--- src/rtl/pipe_pkg.sv ---
// Shared definitions for the elastic pipeline register: default widths,
// control-bundle bit positions, the payload layout and the skid-stage states.
package pipe_pkg;

    localparam int unsigned PIPE_CTRL_W = 4;
    localparam int unsigned PIPE_DATA_W = 32;
    localparam int unsigned PIPE_ADDR_W = 5;

    // Bit positions inside the control bundle
    localparam int unsigned CTRL_REGWRITE = 0;
    localparam int unsigned CTRL_MEMTOREG = 1;
    localparam int unsigned CTRL_MEMREAD  = 2;
    localparam int unsigned CTRL_MEMWRITE = 3;

    // Skid stage occupancy: nothing, main only, main plus skid
    typedef enum logic [1:0] {
        SLOT_EMPTY = 2'd0,
        SLOT_ONE   = 2'd1,
        SLOT_FULL  = 2'd2
    } slot_state_e;

    // Payload layout at default widths, MSB first: ctrl, data0, data1, rd
    typedef struct packed {
        logic [PIPE_CTRL_W-1:0] ctrl;
        logic [PIPE_DATA_W-1:0] data0;
        logic [PIPE_DATA_W-1:0] data1;
        logic [PIPE_ADDR_W-1:0] rd;
    } pipe_payload_t;

    // Width of the flattened payload bus for arbitrary field widths
    function automatic int unsigned payload_width(input int unsigned ctrl_w,
                                                  input int unsigned data_w,
                                                  input int unsigned addr_w);
        return ctrl_w + 2 * data_w + addr_w;
    endfunction

endpackage

--- src/rtl/pipe_skid_slot.sv ---
// One two-entry skid stage with valid/ready handshake and synchronous flush.
// Ports: clk_i/rst_n_i clock and async active-low reset; flush_i empties the
// stage; valid_i/ready_o/data_i upstream side; valid_o/ready_i/data_o
// downstream side. ready_o and valid_o are decoded purely from flops.
module pipe_skid_slot
    import pipe_pkg::*;
#(
    parameter int unsigned W = 73
) (
    input  logic         clk_i,
    input  logic         rst_n_i,
    input  logic         flush_i,
    input  logic         valid_i,
    output logic         ready_o,
    input  logic [W-1:0] data_i,
    output logic         valid_o,
    input  logic         ready_i,
    output logic [W-1:0] data_o
);

    slot_state_e  state_q, state_d;
    logic [W-1:0] main_q, main_d;
    logic [W-1:0] skid_q, skid_d;
    logic         ready_q, ready_d;
    logic         in_xfer;
    logic         out_xfer;

    assign in_xfer  = valid_i & ready_q;
    assign out_xfer = (state_q != SLOT_EMPTY) & ready_i;

    // Next-state and slot data selection
    always_comb begin
        state_d = state_q;
        main_d  = main_q;
        skid_d  = skid_q;
        case (state_q)
            SLOT_EMPTY: begin
                if (in_xfer) begin
                    main_d  = data_i;
                    state_d = SLOT_ONE;
                end
            end
            SLOT_ONE: begin
                if (in_xfer && out_xfer) begin
                    main_d = data_i;
                end else if (in_xfer) begin
                    skid_d  = data_i;
                    state_d = SLOT_FULL;
                end else if (out_xfer) begin
                    state_d = SLOT_EMPTY;
                end
            end
            SLOT_FULL: begin
                // ready_q is low here, so only the drain path applies
                if (out_xfer) begin
                    main_d  = skid_q;
                    state_d = SLOT_ONE;
                end
            end
            default: state_d = SLOT_EMPTY;
        endcase
        // Flush overrides any transfer; a downstream beat taken this cycle is
        // already consumed, so dropping it from the slot is correct.
        if (flush_i) begin
            state_d = SLOT_EMPTY;
        end
        ready_d = (state_d != SLOT_FULL);
    end

    // State and data registers
    always_ff @(posedge clk_i or negedge rst_n_i) begin
        if (!rst_n_i) begin
            state_q <= SLOT_EMPTY;
            main_q  <= '0;
            skid_q  <= '0;
            ready_q <= 1'b0;
        end else begin
            state_q <= state_d;
            main_q  <= main_d;
            skid_q  <= skid_d;
            ready_q <= ready_d;
        end
    end

    assign ready_o = ready_q;
    assign valid_o = (state_q != SLOT_EMPTY);
    assign data_o  = main_q;

endmodule

--- src/rtl/pipe_stage_reg.sv ---
// Elastic pipeline register: DEPTH chained skid stages carrying a control
// bundle, two data words and a destination register address.
// Ports: clk_i/rst_n_i clock and async active-low reset; flush_i turns all
// in-flight entries into bubbles; valid_i/ready_o and ctrl_i/data0_i/data1_i/
// rd_i upstream; valid_o/ready_i and ctrl_o/data0_o/data1_o/rd_o downstream.
// ctrl_o and rd_o read as zero whenever valid_o is low.
module pipe_stage_reg
    import pipe_pkg::*;
#(
    parameter int unsigned CTRL_W = PIPE_CTRL_W,
    parameter int unsigned DATA_W = PIPE_DATA_W,
    parameter int unsigned ADDR_W = PIPE_ADDR_W,
    parameter int unsigned DEPTH  = 1
) (
    input  logic              clk_i,
    input  logic              rst_n_i,
    input  logic              flush_i,
    input  logic              valid_i,
    output logic              ready_o,
    input  logic [CTRL_W-1:0] ctrl_i,
    input  logic [DATA_W-1:0] data0_i,
    input  logic [DATA_W-1:0] data1_i,
    input  logic [ADDR_W-1:0] rd_i,
    output logic              valid_o,
    input  logic              ready_i,
    output logic [CTRL_W-1:0] ctrl_o,
    output logic [DATA_W-1:0] data0_o,
    output logic [DATA_W-1:0] data1_o,
    output logic [ADDR_W-1:0] rd_o
);

    localparam int unsigned PAYLOAD_W = payload_width(CTRL_W, DATA_W, ADDR_W);

    // Index s is the input of stage s; index DEPTH is the block output
    logic [DEPTH:0]                valid_chain;
    logic [DEPTH:0]                ready_chain;
    logic [DEPTH:0][PAYLOAD_W-1:0] data_chain;

    logic [CTRL_W-1:0] ctrl_raw;
    logic [ADDR_W-1:0] rd_raw;

    assign valid_chain[0]     = valid_i;
    assign data_chain[0]      = {ctrl_i, data0_i, data1_i, rd_i};
    assign ready_chain[DEPTH] = ready_i;
    assign ready_o            = ready_chain[0];

    // Stage chain
    for (genvar s = 0; s < DEPTH; s++) begin : g_stage
        pipe_skid_slot #(
            .W(PAYLOAD_W)
        ) u_slot (
            .clk_i   (clk_i),
            .rst_n_i (rst_n_i),
            .flush_i (flush_i),
            .valid_i (valid_chain[s]),
            .ready_o (ready_chain[s]),
            .data_i  (data_chain[s]),
            .valid_o (valid_chain[s+1]),
            .ready_i (ready_chain[s+1]),
            .data_o  (data_chain[s+1])
        );
    end

    // Unpack and keep bubbles harmless: no RegWrite/MemWrite or rd from a bubble
    assign {ctrl_raw, data0_o, data1_o, rd_raw} = data_chain[DEPTH];
    assign valid_o = valid_chain[DEPTH];
    assign ctrl_o  = valid_o ? ctrl_raw : '0;
    assign rd_o    = valid_o ? rd_raw   : '0;

endmodule

--- config.mk ---
export PLATFORM = sky130hd
export DESIGN_NAME = pipe_stage_reg
export DESIGN_NICKNAME = d
export VERILOG_FILES = /design/src/rtl/pipe_pkg.sv /design/src/rtl/pipe_skid_slot.sv /design/src/rtl/pipe_stage_reg.sv
export SDC_FILE = /design/constraint.sdc
export NUM_CORES = 1
export LEC_CHECK = 0
export BUFFER_PORTS_ARGS = -buffer_cell sky130_fd_sc_hd__buf_2
export CORE_MARGIN = 2
export CORE_UTILIZATION = 51
export DETAILED_ROUTE_END_ITERATION = 10
export PLACE_DENSITY = 0.74
export SLEW_MARGIN = 30
export SYNTH_ARGS = -nofsm -noshare
export SYNTH_HDL_FRONTEND = slang
export SYNTH_SLANG_ARGS = --single-unit
--- constraint.sdc ---
create_clock -name clk_i -period 4.9 [get_ports clk_i]
set_clock_uncertainty 0.15 [all_clocks]
set_input_delay 0.735 -clock clk_i [delete_from_list [all_inputs] [get_ports clk_i]]
set_output_delay 0.735 -clock clk_i [all_outputs]
set_load 0.005 [all_outputs]
* After elaboration in Yosys (flattened, before gate mapping)
Cells that the tools add are included.
Cells by class: $add $sub $neg 0, multiply operators 0, div/mod/pow operators 0, magnitude comparators 0, equality and inequality tests 6, shift operators 0, muxes and demuxes 13, bitwise gates (word level) 3, reductions and logical operators 6
Operator list (number):
- $mux W73 | 3
- $pmux W73 S3 | 1
- $mux W2 | 6
- $ne A2 B1 Y1 const B | 3
- $pmux W2 S3 | 1
- $mux W5 | 1
- $mux W4 | 1
- $reduce_and A4 Y1 | 1
- $reduce_and A3 Y1 | 1
- $reduce_bool A3 Y1 | 1
- $and A1 B1 Y1 | 2
- $eq A2 B1 Y1 const B | 1
- $eq A2 B2 Y1 const B | 1
- $logic_not A2 Y1 | 1
- $ne A2 B2 Y1 const B | 1
- $reduce_bool A2 Y1 | 1
- $logic_and A1 B1 Y1 | 1
- $not A1 Y1 | 1
Storage, ports and cells: register bits after elaboration 149, bits in latches 0, RAM bits 0, bits in read-only memories 0, bits of input ports 78, output and inout bits 75, logic and storage cells 32, memories kept 0

* Depth between registers and ports, before layout
word-level depth 8, gate-level depth with buffers 5

* Cells and area by module
A second synthesis with hierarchy kept.
Second synthesis, totals: cells, all modules 431, area total of the unflattened synthesis 6465.0 um^2
Modules (own cells, without submodules):
- pipe_skid_slot | times used 1, cells each 422, area each 6408.6 um^2, seq. area each 3728.6 um^2
- pipe_stage_reg | times used 1, cells each 9, area each 56.3 um^2, seq. area each 0.0 um^2

* Least setup slack after synthesis
No wires, ideal clock.
kind input to register, start point input port valid_i, end point register g_stage[0].u_slot.skid_q[17], arrival 1.661 ns, path slack 2.961 ns, cell stages on the path 5, path buffers 2, cell sequence nand3b_4 nor3b_2 buf_6 buf_12 mux2_1
Between the ends: word-level cells in the longest chain between the ends 4
Ends and longest elaborated chain:
- start: declaration | RTL line pipe_stage_reg.sv:18 | input logic valid_i,
- $and A1 B1 Y1 * | RTL line pipe_skid_slot.sv:28 | assign in_xfer = valid_i & ready_q;
- $logic_and A1 B1 Y1 | RTL line pipe_skid_slot.sv:44 | if (in_xfer && out_xfer) begin
- $not A1 Y1 (no line)
- $reduce_and A3 Y1 (no line) *
- end signal: assignment | RTL line pipe_skid_slot.sv:80 | skid_q <= skid_d;
- end: declaration | RTL line pipe_skid_slot.sv:23 | logic [W-1:0] skid_q, skid_d;
Mark *: on every way between the ends. The rest lies on a longest branch, timed or not. A chain may end at the register's enable or synchronous reset.

* Worst setup path after layout
start point register g_stage[0].u_slot.state_q[1], end point register g_stage[0].u_slot.main_q[21]
Between the ends: word-level cells in the longest chain between the ends 5, elaborated cells between the ends (all ways) 12, classes of those cells 5 x eq/ne; 1 x mux; 1 x bitwise; 5 x reduce/logical
Ends and longest elaborated chain:
- start: declaration | RTL line pipe_skid_slot.sv:21 | slot_state_e state_q, state_d;
- start signal: assignment | RTL line pipe_skid_slot.sv:78 | state_q <= state_d;
- $reduce_bool A2 Y1 | RTL line pipe_skid_slot.sv:29 | assign out_xfer = (state_q != SLOT_EMPTY) & ready_i;
- $and A1 B1 Y1 | RTL line pipe_skid_slot.sv:29
- $logic_and A1 B1 Y1 | RTL line pipe_skid_slot.sv:44
- $ne A2 B1 Y1 (no line)
- $reduce_and A4 Y1 (no line)
- end signal: assignment | RTL line pipe_skid_slot.sv:79 | main_q <= main_d;
- end: declaration | RTL line pipe_skid_slot.sv:22 | logic [W-1:0] main_q, main_d;
Several ways; a longest one is shown, not always the timed one.

==> results list <==
- The flow ran to the end, and the final reports show no timing, DRC or antenna violations.
* Count of nets after finishing: 650
* Met1 Resource Use GR: 0.270
- The detail route stage leaves a number of antenna-violating nets equal to 0.
* FF-to-FF setup slack: 2.12 ns
* Highest Clock Rate: 360 MHz
- Fraction of the cycle the final worst path needs: 0.567
* Vertical die dimension: 121 um
- H-tree lvl count: 4
- Type of the tightest min-delay check: primary input to asynchronous set/reset pin
- STA puts the critical path data required time at 5.11 ns.
* Inserted Clock Buffers: 17
- Critical path arrival: 2.98 ns
* Post-route minimum period: 2.78 ns
- Gpl congestion: 0.774
- Fraction of power consumed by the clock network: 0.338
* Setup repair after global routing missed its margin: no
- The detailed router finished its first iteration with 246 violations.
* Met3 Resource Use GR: 0.0658
- Routed WL per cell: 19.6 um
- Antenna violations before repair: 1
* Endpoint of the worst-slack reg-to-reg timing path: g_stage[0].u_slot.data_o[21]$_DFFE_PN0P_
- Startpoint of the worst-slack reg-to-reg timing path: g_stage[0].u_slot.state_q[1]$_DFF_PN0_
- Clock-pin slew was measured on the worst setup and hold paths at 0.06 ns.
- Pin count of the biggest net entering global routing: 119
- In this run the tool buffered the top-level ports with 152 buffer cells.
* Post-synth design cell area: 7030 um^2
- Of the total power, combinational logic draws 0.188.
- Synthesized area divided by synthesized cell count: 14.2 um^2
* Hold slack: 0.0148 ns
* Total setup buffers inserted after CTS: 0
- Initial DRT Pass Iterations: 5
- The cell count after synthesis came out at 496.
- Insertion delay of the later-clocked pin in the worst-skew pair: 0.42 ns
* First-pass GRT wire length: 24,000 um
* Final Setup Violations: 0
* Core Util, Final: 0.591
* Slew @ Worst Pin: 0.906 ns
- Post-synthesis register bit count: 149
- TritonCTS built the clock tree.
- Total routing usage reported by global routing: 0.213
- The final number of max-transition violations is 0.
- Type of the worst setup path: register to register
- Residual DRC: 0
* Placed wire-length estimate after detailed placement: 8910 um
* Length in cells of the worst reg-to-reg path: 4
- CTS saw 149 sinks.
- DRT Wirelength: 15,000 um
- Setup slack at placement: 1.77 ns
- Starting density of the core: 0.527
* Area enclosed by the die boundary: 14,700 um^2
- Summing over every cut layer, the via total after detailed routing is 4,422.
* Yosys synthesis warning count: 0
* Residual overflow from global routing: 0
- Quantity of gates resized following cts: 0
- Compared with the post-synthesis result, the final layout area differs by 12.1%.
- Summed over all cells, the static leakage comes to 0.00345 uW.
- Max capacitance violation total: 0
* Register area share after synthesis: 0.530
* Portion of total power attributed to sequential cells: 0.474
* Power Total: 3510 uW
- Area of the core region: 13,300 um^2
- met2 is the most crowded layer.
- Internal power comes to 2620 uW.
- Setup ws final: 2.12 ns
* NetSw: 893 uW
* Fin. Hold Viols: 0
* Worst slew margin relative to its limit: 0.393
- Kind of start point of the critical path: register
- The filler cells instantiated in the layout total 1,084.
- Max Root-Sink Buffers: 2
* Number of rows in the core area: 42
- Of all nets on the critical path, the largest fanout is 42.
- Maximum resistive drop on vdd: 0.000278 V
- Of the total power, the share spent switching nets is 0.254.
- Fraction of layout instances using a drive strength above 1: 0.443
- The number of nets handed over by synthesis was 574.
- For met2 alone, demand over resource in global routing was 0.338.
- STA classifies the critical path endpoint as a register.
* Top-level port count: 153
- In this run the horizontal extent of the chip is 121 um.
* Count of hold-fix buffers inserted at cts: 0
* Post-Route Setup TNS: 0 ns
* Clock root cell: sky130_fd_sc_hd__clkbuf_16
- Total power density per cell area: 445 nW/um^2
- In the routed layout, each cell is associated on average with a via count of 5.80.
* Number of global-route vias before repair: 4,683
* Number of distinct library cells after synthesis: 26
-- Yosys cell counts, drive strengths merged --
library cell | number | share of area
nand4b | 1 | 0.0012
nor3b | 1 | 0.0018
mux2 | 73 | 0.15
nand2b | 1 | 0.00089
nor2 | 1 | 0.00053
buf | 100 | 0.11
clkbuf | 3 | 0.0016
a211oi | 1 | 0.0011
a211o | 1 | 0.0012
nor4b | 1 | 0.0012
nand3b | 2 | 0.0039
and3 | 1 | 0.00089
dfrtp | 149 | 0.53
o21ai | 2 | 0.0020
o32a | 73 | 0.10
inv | 3 | 0.0016
o21a | 73 | 0.078
nor2b | 10 | 0.0093
-- state kept, by name (all words and copies together) (netlist names) --
name	count
g_stage.u_slot.skid_q	73
g_stage.u_slot.data_o	73
g_stage.u_slot.ready_o	1
g_stage.u_slot.state_q	2
-- per-layer routing --
layer / vias up / routed length, um / part of all wire
met5: - / 0 / 0
met4: 0 / 274 / 0.018
met3: 23 / 874 / 0.058
met2: 139 / 7210 / 0.48
met1: 2309 / 6600 / 0.44
li1: 1951 / - / -
-- metrics by stage --
stage	cell area (um^2)	std cells
CTS	7850	760
global route	7880	762
global placement	7300	728
detailed placement	7310	728
finish	7880	763
floorplan	7030	496
-- cells by family after synthesis --
| kind of cell | Yosys count | synth area share |
|---|---|---|
| flops | 149 | 0.530 |
| buf+inv | 106 | 0.113 |
| compound gates | 150 | 0.186 |
| simple gates | 18 | 0.0198 |
| mux | 73 | 0.151 |
-- worst max-delay path by stage --
| stage | startpoint | end |
|---|---|---|
| floorplan | valid_i | g_stage[0].u_slot.skid_q[17]$_DFFE_PN0P_ |
| global placement | valid_i | g_stage[0].u_slot.data_o[16]$_DFFE_PN0P_ |
| detailed placement | valid_i | g_stage[0].u_slot.data_o[33]$_DFFE_PN0P_ |
| CTS | g_stage[0].u_slot.state_q[1]$_DFF_PN0_ | ctrl_o[3] |
| global route | g_stage[0].u_slot.state_q[1]$_DFF_PN0_ | g_stage[0].u_slot.data_o[16]$_DFFE_PN0P_ |
| finish | g_stage[0].u_slot.state_q[1]$_DFF_PN0_ | g_stage[0].u_slot.data_o[21]$_DFFE_PN0P_ |
-- power by group through the flow --
stage / clock network [uW] / registers [uW] / logic [uW]
CTS: 1210 / 1660 / 665
finish: 1190 / 1660 / 659
detailed placement: 0 / 1670 / 662
global placement: 0 / 1660 / 638
global route: 1270 / 1690 / 714
floorplan: 0 / 1630 / 570
-- cell type report --
class,instances,area (um^2),share of cell area
sequential,149,3730,0.473
multi-input combinational,241,2520,0.320
timing repair buffer,160,851,0.108
clock buffer,24,492,0.0624
tap,176,220,0.0279
clock inverter,8,50.0,0.00635
inverter,3,11.3,0.00143
antenna,2,5.00,0.000635
-- worst max-delay path, cell delays in order (launching register included) --
cell	delay (ns)
sky130_fd_sc_hd__dfrtp_1	0.45
sky130_fd_sc_hd__nand3b_4	0.48
sky130_fd_sc_hd__o21ai_4	0.87
sky130_fd_sc_hd__buf_4	0.57
sky130_fd_sc_hd__o21a_1	0.18
-- cells in the final DEF, fill, tap and decap left out, drive strengths merged --
cell	n
dfrtp	149
o21ai	2
o21a	73
nor2	1
inv	3
a211oi	1
and3	1
clkbuf	24
mux2	73
clkinvlp	4
clkinv	4
nor3b	1
a211o	1
nor4b	1
nor2b	10
nand2b	1
buf	160
diode	2
nand4b	1
o32a	73
nand3b	2
No activity file was read; power rests on OpenSTA's default activity.
